--- config.mk ---
export PLATFORM = sky130hd
export DESIGN_NAME = ps2_key_decoder
export DESIGN_NICKNAME = d
export VERILOG_FILES = /design/src/rtl/tetris_pkg.sv /design/src/rtl/ps2_action_map.sv /design/src/rtl/ps2_key_decoder.sv
export SDC_FILE = /design/constraint.sdc
export NUM_CORES = 1
export LEC_CHECK = 0
export ABC_AREA = 1
export CORE_UTILIZATION = 37
export CTS_BUF_LIST = sky130_fd_sc_hd__clkbuf_4 sky130_fd_sc_hd__clkbuf_8
export CTS_CLUSTER_DIAMETER = 200
export DETAILED_ROUTE_END_ITERATION = 7
export HOLD_SLACK_MARGIN = 0.05
export SLEW_MARGIN = 20
export SYNTH_ARGS = -nofsm -noshare
export SYNTH_HDL_FRONTEND = slang
export SYNTH_HIERARCHICAL = 1
export SYNTH_SLANG_ARGS = --single-unit
export TNS_END_PERCENT = 30
--- constraint.sdc ---
create_clock -name CLOCK_50 -period 2.25 [get_ports CLOCK_50]
set_clock_uncertainty 0.2 [all_clocks]
set_input_delay 0.675 -clock CLOCK_50 [delete_from_list [all_inputs] [get_ports CLOCK_50]]
set_output_delay 0.675 -clock CLOCK_50 [all_outputs]
set_load 0.02 [all_outputs]
--- src/rtl/tetris_pkg.sv ---
// Shared scan-code and action constants
// for the PS/2 key decoder.
package tetris_pkg;

  localparam logic [7:0] SC_E0 = 8'hE0;
  localparam logic [7:0] SC_F0 = 8'hF0;
  localparam logic [7:0] SC_E1 = 8'hE1;

  localparam logic [7:0] SC_LEFT  = 8'h1C;
  localparam logic [7:0] SC_RIGHT = 8'h23;
  localparam logic [7:0] SC_ROT   = 8'h1D;
  localparam logic [7:0] SC_DOWN  = 8'h1B;
  localparam logic [7:0] SC_DROP  = 8'h29;

  localparam logic [7:0] SC_X_LEFT  = 8'h6B;
  localparam logic [7:0] SC_X_RIGHT = 8'h74;
  localparam logic [7:0] SC_X_ROT   = 8'h75;
  localparam logic [7:0] SC_X_DOWN  = 8'h72;

  localparam logic [2:0] LEFT  = 3'd0;
  localparam logic [2:0] RIGHT = 3'd1;
  localparam logic [2:0] ROT   = 3'd2;
  localparam logic [2:0] DOWN  = 3'd3;
  localparam logic [2:0] DROP  = 3'd4;

  // Pause key sends E1 followed by 7 bytes.
  localparam logic [2:0] E1_SKIP = 3'd7;

  typedef enum logic [2:0] {
    IDLE,
    GOT_E0,
    GOT_F0,
    GOT_E0F0,
    SKIP_E1
  } kstate_t;

  function automatic logic is_prefix(
    input logic [7:0] b
  );
    return (b == SC_E0) ||
           (b == SC_F0) ||
           (b == SC_E1);
  endfunction

endpackage

--- src/rtl/ps2_action_map.sv ---
// Combinational scan-code to action
// lookup (plain and E0-extended).
module ps2_action_map
  import tetris_pkg::*;
#(
  parameter int ENABLE_ARROWS = 1
) (
  input  logic [7:0] code,
  input  logic       ext,
  output logic       valid,
  output logic [2:0] action
);

  localparam logic ARW = (ENABLE_ARROWS != 0);

  logic xk;
  logic pk;

  assign pk = !ext;
  assign xk = ext && ARW;

  // Decode the code against both key sets
  always_comb begin
    valid  = 1'b0;
    action = LEFT;
    unique case (1'b1)
      (pk && code == SC_LEFT): begin
        valid  = 1'b1;
        action = LEFT;
      end
      (pk && code == SC_RIGHT): begin
        valid  = 1'b1;
        action = RIGHT;
      end
      (pk && code == SC_ROT): begin
        valid  = 1'b1;
        action = ROT;
      end
      (pk && code == SC_DOWN): begin
        valid  = 1'b1;
        action = DOWN;
      end
      (pk && code == SC_DROP): begin
        valid  = 1'b1;
        action = DROP;
      end
      (xk && code == SC_X_LEFT): begin
        valid  = 1'b1;
        action = LEFT;
      end
      (xk && code == SC_X_RIGHT): begin
        valid  = 1'b1;
        action = RIGHT;
      end
      (xk && code == SC_X_ROT): begin
        valid  = 1'b1;
        action = ROT;
      end
      (xk && code == SC_X_DOWN): begin
        valid  = 1'b1;
        action = DOWN;
      end
      default: ;
    endcase
  end

endmodule

--- src/rtl/ps2_key_decoder.sv ---
// PS/2 byte stream to game-action
// press pulses and held levels.
module ps2_key_decoder
  import tetris_pkg::*;
#(
  parameter logic [15:0] PREFIX_TIMEOUT = 16'd50000,
  parameter int          ENABLE_ARROWS  = 1
) (
  input  logic       CLOCK_50,
  input  logic       resetn,
  input  logic [7:0] received_data,
  input  logic       received_data_en,
  output logic       left_pulse,
  output logic       right_pulse,
  output logic       rot_pulse,
  output logic       drop_pulse,
  output logic       down_held,
  output logic [4:0] held,
  output logic       seq_error
);

  kstate_t     state_q, state_d;
  logic [2:0]  skip_q, skip_d;
  logic [15:0] cnt_q;
  logic [4:0]  held_q, held_d;

  logic       mk;
  logic       brk;
  logic       ext;
  logic       err_d;
  logic       press;
  logic       timeout;
  logic       map_valid;
  logic [2:0] map_action;

  assign timeout = (state_q != IDLE) &&
                   (cnt_q >= PREFIX_TIMEOUT);

  ps2_action_map #(
    .ENABLE_ARROWS(ENABLE_ARROWS)
  ) u_map (
    .code  (received_data),
    .ext   (ext),
    .valid (map_valid),
    .action(map_action)
  );

  // State, counters and registered outputs
  always_ff @(posedge CLOCK_50 or negedge resetn) begin
    if (!resetn) begin
      state_q     <= IDLE;
      skip_q      <= '0;
      cnt_q       <= '0;
      held_q      <= '0;
      left_pulse  <= 1'b0;
      right_pulse <= 1'b0;
      rot_pulse   <= 1'b0;
      drop_pulse  <= 1'b0;
      down_held   <= 1'b0;
      seq_error   <= 1'b0;
    end else begin
      state_q <= state_d;
      skip_q  <= skip_d;
      held_q  <= held_d;
      if (received_data_en || state_q == IDLE)
        cnt_q <= '0;
      else if (cnt_q != 16'hFFFF)
        cnt_q <= cnt_q + 16'd1;
      left_pulse  <= press && map_action == LEFT;
      right_pulse <= press && map_action == RIGHT;
      rot_pulse   <= press && map_action == ROT;
      drop_pulse  <= press && map_action == DROP;
      down_held   <= held_d[DOWN];
      seq_error   <= err_d;
    end
  end

  // Byte sequencing; a strobe beats a timeout
  always_comb begin
    state_d = state_q;
    skip_d  = skip_q;
    mk      = 1'b0;
    brk     = 1'b0;
    ext     = 1'b0;
    err_d   = 1'b0;
    if (received_data_en) begin
      unique case (state_q)
        IDLE: begin
          unique case (1'b1)
            (received_data == SC_E0):
              state_d = GOT_E0;
            (received_data == SC_F0):
              state_d = GOT_F0;
            (received_data == SC_E1): begin
              state_d = SKIP_E1;
              skip_d  = E1_SKIP;
            end
            default: mk = 1'b1;
          endcase
        end
        GOT_E0: begin
          ext = 1'b1;
          if (received_data == SC_F0)
            state_d = GOT_E0F0;
          else begin
            mk      = 1'b1;
            state_d = IDLE;
          end
        end
        GOT_F0, GOT_E0F0: begin
          ext     = (state_q == GOT_E0F0);
          state_d = IDLE;
          if (is_prefix(received_data))
            err_d = 1'b1;
          else
            brk = 1'b1;
        end
        SKIP_E1: begin
          skip_d = skip_q - 3'd1;
          if (skip_q <= 3'd1)
            state_d = IDLE;
        end
        default: state_d = IDLE;
      endcase
    end else if (timeout) begin
      state_d = IDLE;
      skip_d  = '0;
      err_d   = 1'b1;
    end
  end

  // Held-state update and new-press detect
  always_comb begin
    held_d = held_q;
    press  = 1'b0;
    if (mk && map_valid) begin
      press = !held_q[map_action];
      held_d[map_action] = 1'b1;
    end else if (brk && map_valid) begin
      held_d[map_action] = 1'b0;
    end
  end

  assign held = held_q;

endmodule

Word level (Yosys, flattened, before mapping)

Cells that the tools add are included.

Bitwise gates (word level): 3
Order comparisons: 4
Eq/ne operators: 24
Reduce and logical (&&, ||, !) cells: 36
Mux-type cells: 33
Add/sub/neg operators: 2
Divide/modulo/power cells: 0
$mul: 0
Shift operators: 0

Operators by type and width:

| operator                                                              | count |
|---|---|
| 8-bit by 7-bit equality test with 1-bit output, second input constant | 4 |
| 16-bit 2-to-1 mux                                                     | 2 |
| 8-bit by 5-bit equality test with 1-bit output, second input constant | 3 |
| 8-bit equality test, second input constant                            | 3 |
| 3-bit case mux with 3 select lines                                    | 2 |
| 1-bit logical AND                                                     | 17 |
| 16-bit by 1-bit adder with 16-bit output, second input constant       | 1 |
| 8-bit by 6-bit equality test with 1-bit output, second input constant | 2 |
| 16-bit >= comparator, second input constant                           | 1 |
| 16-bit != test, second input constant                                 | 1 |
| 1-bit 2-to-1 mux                                                      | 15 |
| 3-bit 2-to-1 mux                                                      | 5 |
| 3-bit case mux with 4 select lines                                    | 1 |
| 5-bit 2-to-1 mux                                                      | 2 |
| 3-bit by 2-bit equality test with 1-bit output, second input constant | 3 |
| 9-bit OR reduction                                                    | 1 |
| 2-bit OR reduction                                                    | 4 |
| 3-bit by 1-bit equality test with 1-bit output, second input constant | 2 |
| 3-bit equality test, second input constant                            | 2 |
| 3-bit logical NOT                                                     | 2 |
| 3-bit case mux with 2 select lines                                    | 1 |
| 3-bit AND reduction                                                   | 2 |
| 2-bit nonzero test                                                    | 3 |
| 5-bit AND                                                             | 1 |
| other kinds (18)                                                      | 22 |

Bits of input ports: 11
Bits in read-only memories: 0
Register bits: 32
Bits in writable memories: 0
Bits in latches: 0
Memories: 0
Output and inout port bits: 11
Logic and storage cells: 112

Longest topological paths before layout

Depth after elaboration: 16
Depth in mapped cells: 16
Depth with buffers taken out: 15

Hierarchy

Netlist, hierarchy kept.

Modules (own cells, without submodules):

| module          | area an instance (um^2) | cells an instance | sequential area each (um^2) | instances |
|---|---|---|---|---|
| ps2_key_decoder | 2093.3                  | 288               | 800.8                       | 1 |
| ps2_action_map  | 232.7                   | 53                | 0.0                         | 1 |

Worst setup path before layout

OpenSTA, ideal clock, no wires.

Path type: in2reg
Start: in received_data_en
End: reg (tool-made name)
Setup time: 0.126 ns
Data required time: 1.924 ns
Slack: -0.311 ns
Buffers on the path: 1
Stages on the path: 12
Arrival time: 2.234 ns
Path through: buf_4 inv_1 nor3_1 inv_1 nand3_1 o21ai_2 nor2_1 inv_1 nor3_1 inv_1 nor3_1 o21ai_0

RTL lines:

| item        | RTL line              | RTL |
|---|---|---|
| from (decl) | ps2_key_decoder.sv:12 | `input logic received_data_en,` |

Final worst setup path

Start: in received_data[6]
End: reg right_pulse

Word-level cells in the longest chain between the ends: 9
Elaborated cells between the ends (all ways): 39
Classes of those cells: 13 x eq/ne; 9 x mux; 17 x reduce/logical

Ends and longest elaborated chain:

| item                                                                         | RTL line               | RTL |
|---|---|---|
| from (decl)                                                                  | ps2_key_decoder.sv:11  | `input logic [7:0] received_data,` |
| 8-bit by 7-bit equality test with 1-bit output, or another cell as far along | ps2_action_map.sv:59   | `(xk && code == SC_X_DOWN): begin` |
| 1-bit logical AND, or another cell as far along                              | ps2_action_map.sv:59   |  |
| 2-bit OR reduction (no line)                                                 | --                     |  |
| 3-bit case mux with 4 select lines *                                         | ps2_action_map.sv:26   | `unique case (1'b1)` |
| via map_action[1]                                                            | ps2_key_decoder.sv:34  | `logic [2:0] map_action;` |
| 1-bit binary-select mux with 3-bit select                                    | ps2_key_decoder.sv:137 | `press = !held_q[map_action];` |
| 1-bit 2-to-1 mux (not written as such)                                       | ps2_key_decoder.sv:137 |  |
| 1-bit logical NOT                                                            | ps2_key_decoder.sv:137 |  |
| 1-bit 2-to-1 mux                                                             | ps2_key_decoder.sv:136 | `if (mk && map_valid) begin` |
| 1-bit logical AND *                                                          | ps2_key_decoder.sv:70  | `right_pulse <= press && map_action == RIGHT;` |
| to (signal assigned)                                                         | ps2_key_decoder.sv:56  | `right_pulse <= 1'b0;` |
| to (signal assigned)                                                         | ps2_key_decoder.sv:70  |  |
| to (decl)                                                                    | ps2_key_decoder.sv:14  | `output logic right_pulse,` |

Mark *: on every way through the listed nets, which the timed path passes. The rest lies on a longest branch. The select of a mux whose other input is x is not followed.
A chain may end at the register's enable or synchronous reset.

==> results.ini <==
[layout]
n_antenna_cell=0
fill_cells=604
fin_nets=410
post-route-util_pct=51.5
drive_gt1_share_pct=28.3
stdcell_area_sq_mm=0.00309
multi_input_comb_area_sq_mm=0.00144
area_growth_pct=32.7
regArea_sq_um=802
final_cell_count_no_fill=471

[synth]
syn-num-nets=356
synth_top_area_cell=dfrtp_1
ys_seq_area_share_pct=34.4
yosysMostFrequentCell=nand2_1
synthesis.area_sq_mm=0.00233
synthTopCellsByArea=dfrtp_1 (34%), nand2_1 (15%), inv_1 (8.2%)
synth_flop_cell=dfrtp_1
synthCells=341
ys_types=34
synth_warnings=6
yosysTopAreaCellShare_pct=34.4
async_reset_ff_share_pct=100
synth_edf_count=0
synth_top_cells_by_count=nand2_1 (96), inv_1 (51), nor2_1 (43)
synth_seq_cells=32
avgSynthCellArea_sq_um=6.82

[detailed_routing]
vias=2262
ant_nets=0
vias_per_cell=4.80
drt_iter0_markers=125
remaining_drc_errors=0
wl_per_cell_microns=11.4
wl_mm=5.39
first_pass_iters=4

[floorplanning]
die_y_microns=81.3
ioPinCount=22
rows=28
start_util_pct=38.8
coreArea_sq_mm=0.00599
die_w_microns=81.3
die_area_sq_mm=0.00661

[clocking]
clockRootBuffer=clkbuf_8
cts.sinks=32
numCtsBuffers=5
clock_latency_ps=290
path_clk_slew_ps=60
htree_levels=2
ctsLongestPathBuffers=2
cts_tree=yes

[critical_path]
critPathLaunchType=input port
crit_type=in2reg
worstReg2RegStart=state_q[2]
path_buf_inv=3
path_max_fanout=3
r2r-end=right_pulse
r2r_slack_ps=130
crit_required_ps=2230
cp-end-kind=flip-flop
path_delay_family=simple AND/OR/NAND/NOR gates
crit_arrival_ps=2160
crit_slowest_cell=dlygate4sd2_1
cp_cell_sequence=dlygate4sd2_1 > inv_1 > nand2_1 > nor2_2 > nand3_2 > o21ai_2 > or2_4 > buf_6 > nand3_2 > nand3_2 > nand2_2 > nand4_4 > nor2_2
critPathMaxStageDelay_ps=260
r2r_cells=11
cpMostUsedCell=nand3_2

[power]
vdd.ir_drop.worst_uv=371
leakage_nw=1.58
powerDensity_mw_per_mm2=496

[timing]
worst_slack_ps=71.5
fin_crit_ps=2180
fin_crit_sh_pct=96.8
final_max_slew_viol_count=0
worst_pin_slew_ps=479
final.setup.tns_ps=0
rsz0062_at_grt=true
hold_violations=0
setup_viol=0
clock.fmax_mhz=459
max_slew_margin_pct=67.8

[placement]
io_buffers=21
dp_hpwl_mm=4.11
gp_congestion=0.823
dp_slack_ps=-761
dp.cells=461
dpl_cell_area_sq_mm=0.00286

[hold_path]
hold_class=reg2reg
hold_start=skip_q[1]
min_to=skip_q[1]
min_path_cells=2

[grt]
track_usage_pct=18.5
grt_pass1_vias=2188
gr-total-overflow=0
antenna_found_initial=0
grt_first_pass_wirelength_mm=9.43
grt_max_degree=33

[flow_run]
max-cap-violations=0

[run_status]
run_status=finished, final reports clean

stage by stage:
stage / hold WS [ps] / power [W]
detailed placement: 268 / 0.00104
finish: 289 / 0.00153
global route: 307 / 0.00162
CTS: 290 / 0.00154
floorplan: 179 / 0.000901
global placement: 269 / 0.00103
timing repair:
item | CTS | global route
resized for setup | 21 | 43
setup endpoints to repair | 10 | 9
pin swaps | 10 | 20
hold buffers | 0 | 0
setup buffers | 0 | 2
area by class of cell:
| cell class | count | share of cell area [%] |
|---|---|---|
| Inverter | 55 | 7.18 |
| Clock buffer | 8 | 3.16 |
| Multi-Input combinational cell | 250 | 46.7 |
| Timing Repair Buffer | 51 | 13.9 |
| Tap cell | 75 | 3.04 |
| Sequential cell | 32 | 26.0 |
worst max path at each step:
stage / from / to / slack (ps) / cells after the start
2_1_floorplan: received_data_en / flip-flop / -70 / 13
3_3_place_gp: received_data_en / flip-flop / -700 / 14
3_5_place_dp: received_data_en / flip-flop / -760 / 14
4_1_cts: received_data_en / right_pulse / 20 / 14
5_1_grt: received_data_en / right_pulse / -40 / 16
6_report: received_data[6] / right_pulse / 70 / 13
routing by layer:
layer | GRT usage, % | routed length (microns) | vias to the layer above
li1 | - | - | 1191
met1 | 22.3 | 2510 | 1028
met2 | 31.7 | 2640 | 41
met3 | 4.83 | 216 | 2
met4 | 6.07 | 29 | 0
met5 | 0 | 0 | -
power breakdown:
part / total (W) / switching, W / leakage, nW / internal (W)
Combinational: 0.000398 / 0.000236 / 1.09 / 0.000162
Clock: 0.000491 / 0.000217 / 0.0523 / 0.000274
Sequential: 0.000641 / 0.0000302 / 0.433 / 0.000611
worst register-to-register path, delay by kind of cell (launching register included):
kind / cells / cell delay, ps
AO/OA/AOI/OAI: 1 / 80
buffers and inverters: 2 / 240
flip-flops: 1 / 440
AND/OR/NAND/NOR: 8 / 1090
cell usage in the layout, fill, tap and decap left out, types with 2 or more instances in the layout:
master           synthesis  final
nor3_2                   1      2
a21oi_1                  3      3
ha_1                     4      4
nand4_1                  7      7
inv_1                   51     42
buf_4                    3     27
buf_6                    1      3
clkbuf_8                 0      6
clkdlybuf4s50_1          0     12
nor3_1                  12      7
dfrtp_1                 32     31
nor2_2                   2      6
o21ai_0                  8      7
nand2_1                 96     89
o21ai_1                  1      2
nand2_4                  4      4
inv_4                    0      3
dlygate4sd2_1            0      2
nand3b_1                 2      2
nor2_8                   3      3
clkbuf_4                 0      2
inv_2                    4      9
nand2_2                  8     15
nor3_4                   0      4
nand4_4                  1      2
o31ai_1                  3      3
nor2_1                  43     34
nand3_1                 38     32
clkbuf_2                 0      5
nor2_4                   2      7
nand3_2                  1      7
a31oi_1                  2      2
cells by family (layout without fill, tap and decap cells):
family                     after synthesis  in the layout  synth area share (%)
and+or+nand+nor                        223            223                  46.8
buffers and inverters                   59            114                  10.3
DFF                                     32             32                  34.4
AOI/OAI and AO/OA                       21             21                  5.54
adders and majority gates                4              4                  2.15
xor gates and xnor gates                 2              2                 0.753
Power figures use the tool's default switching activity.
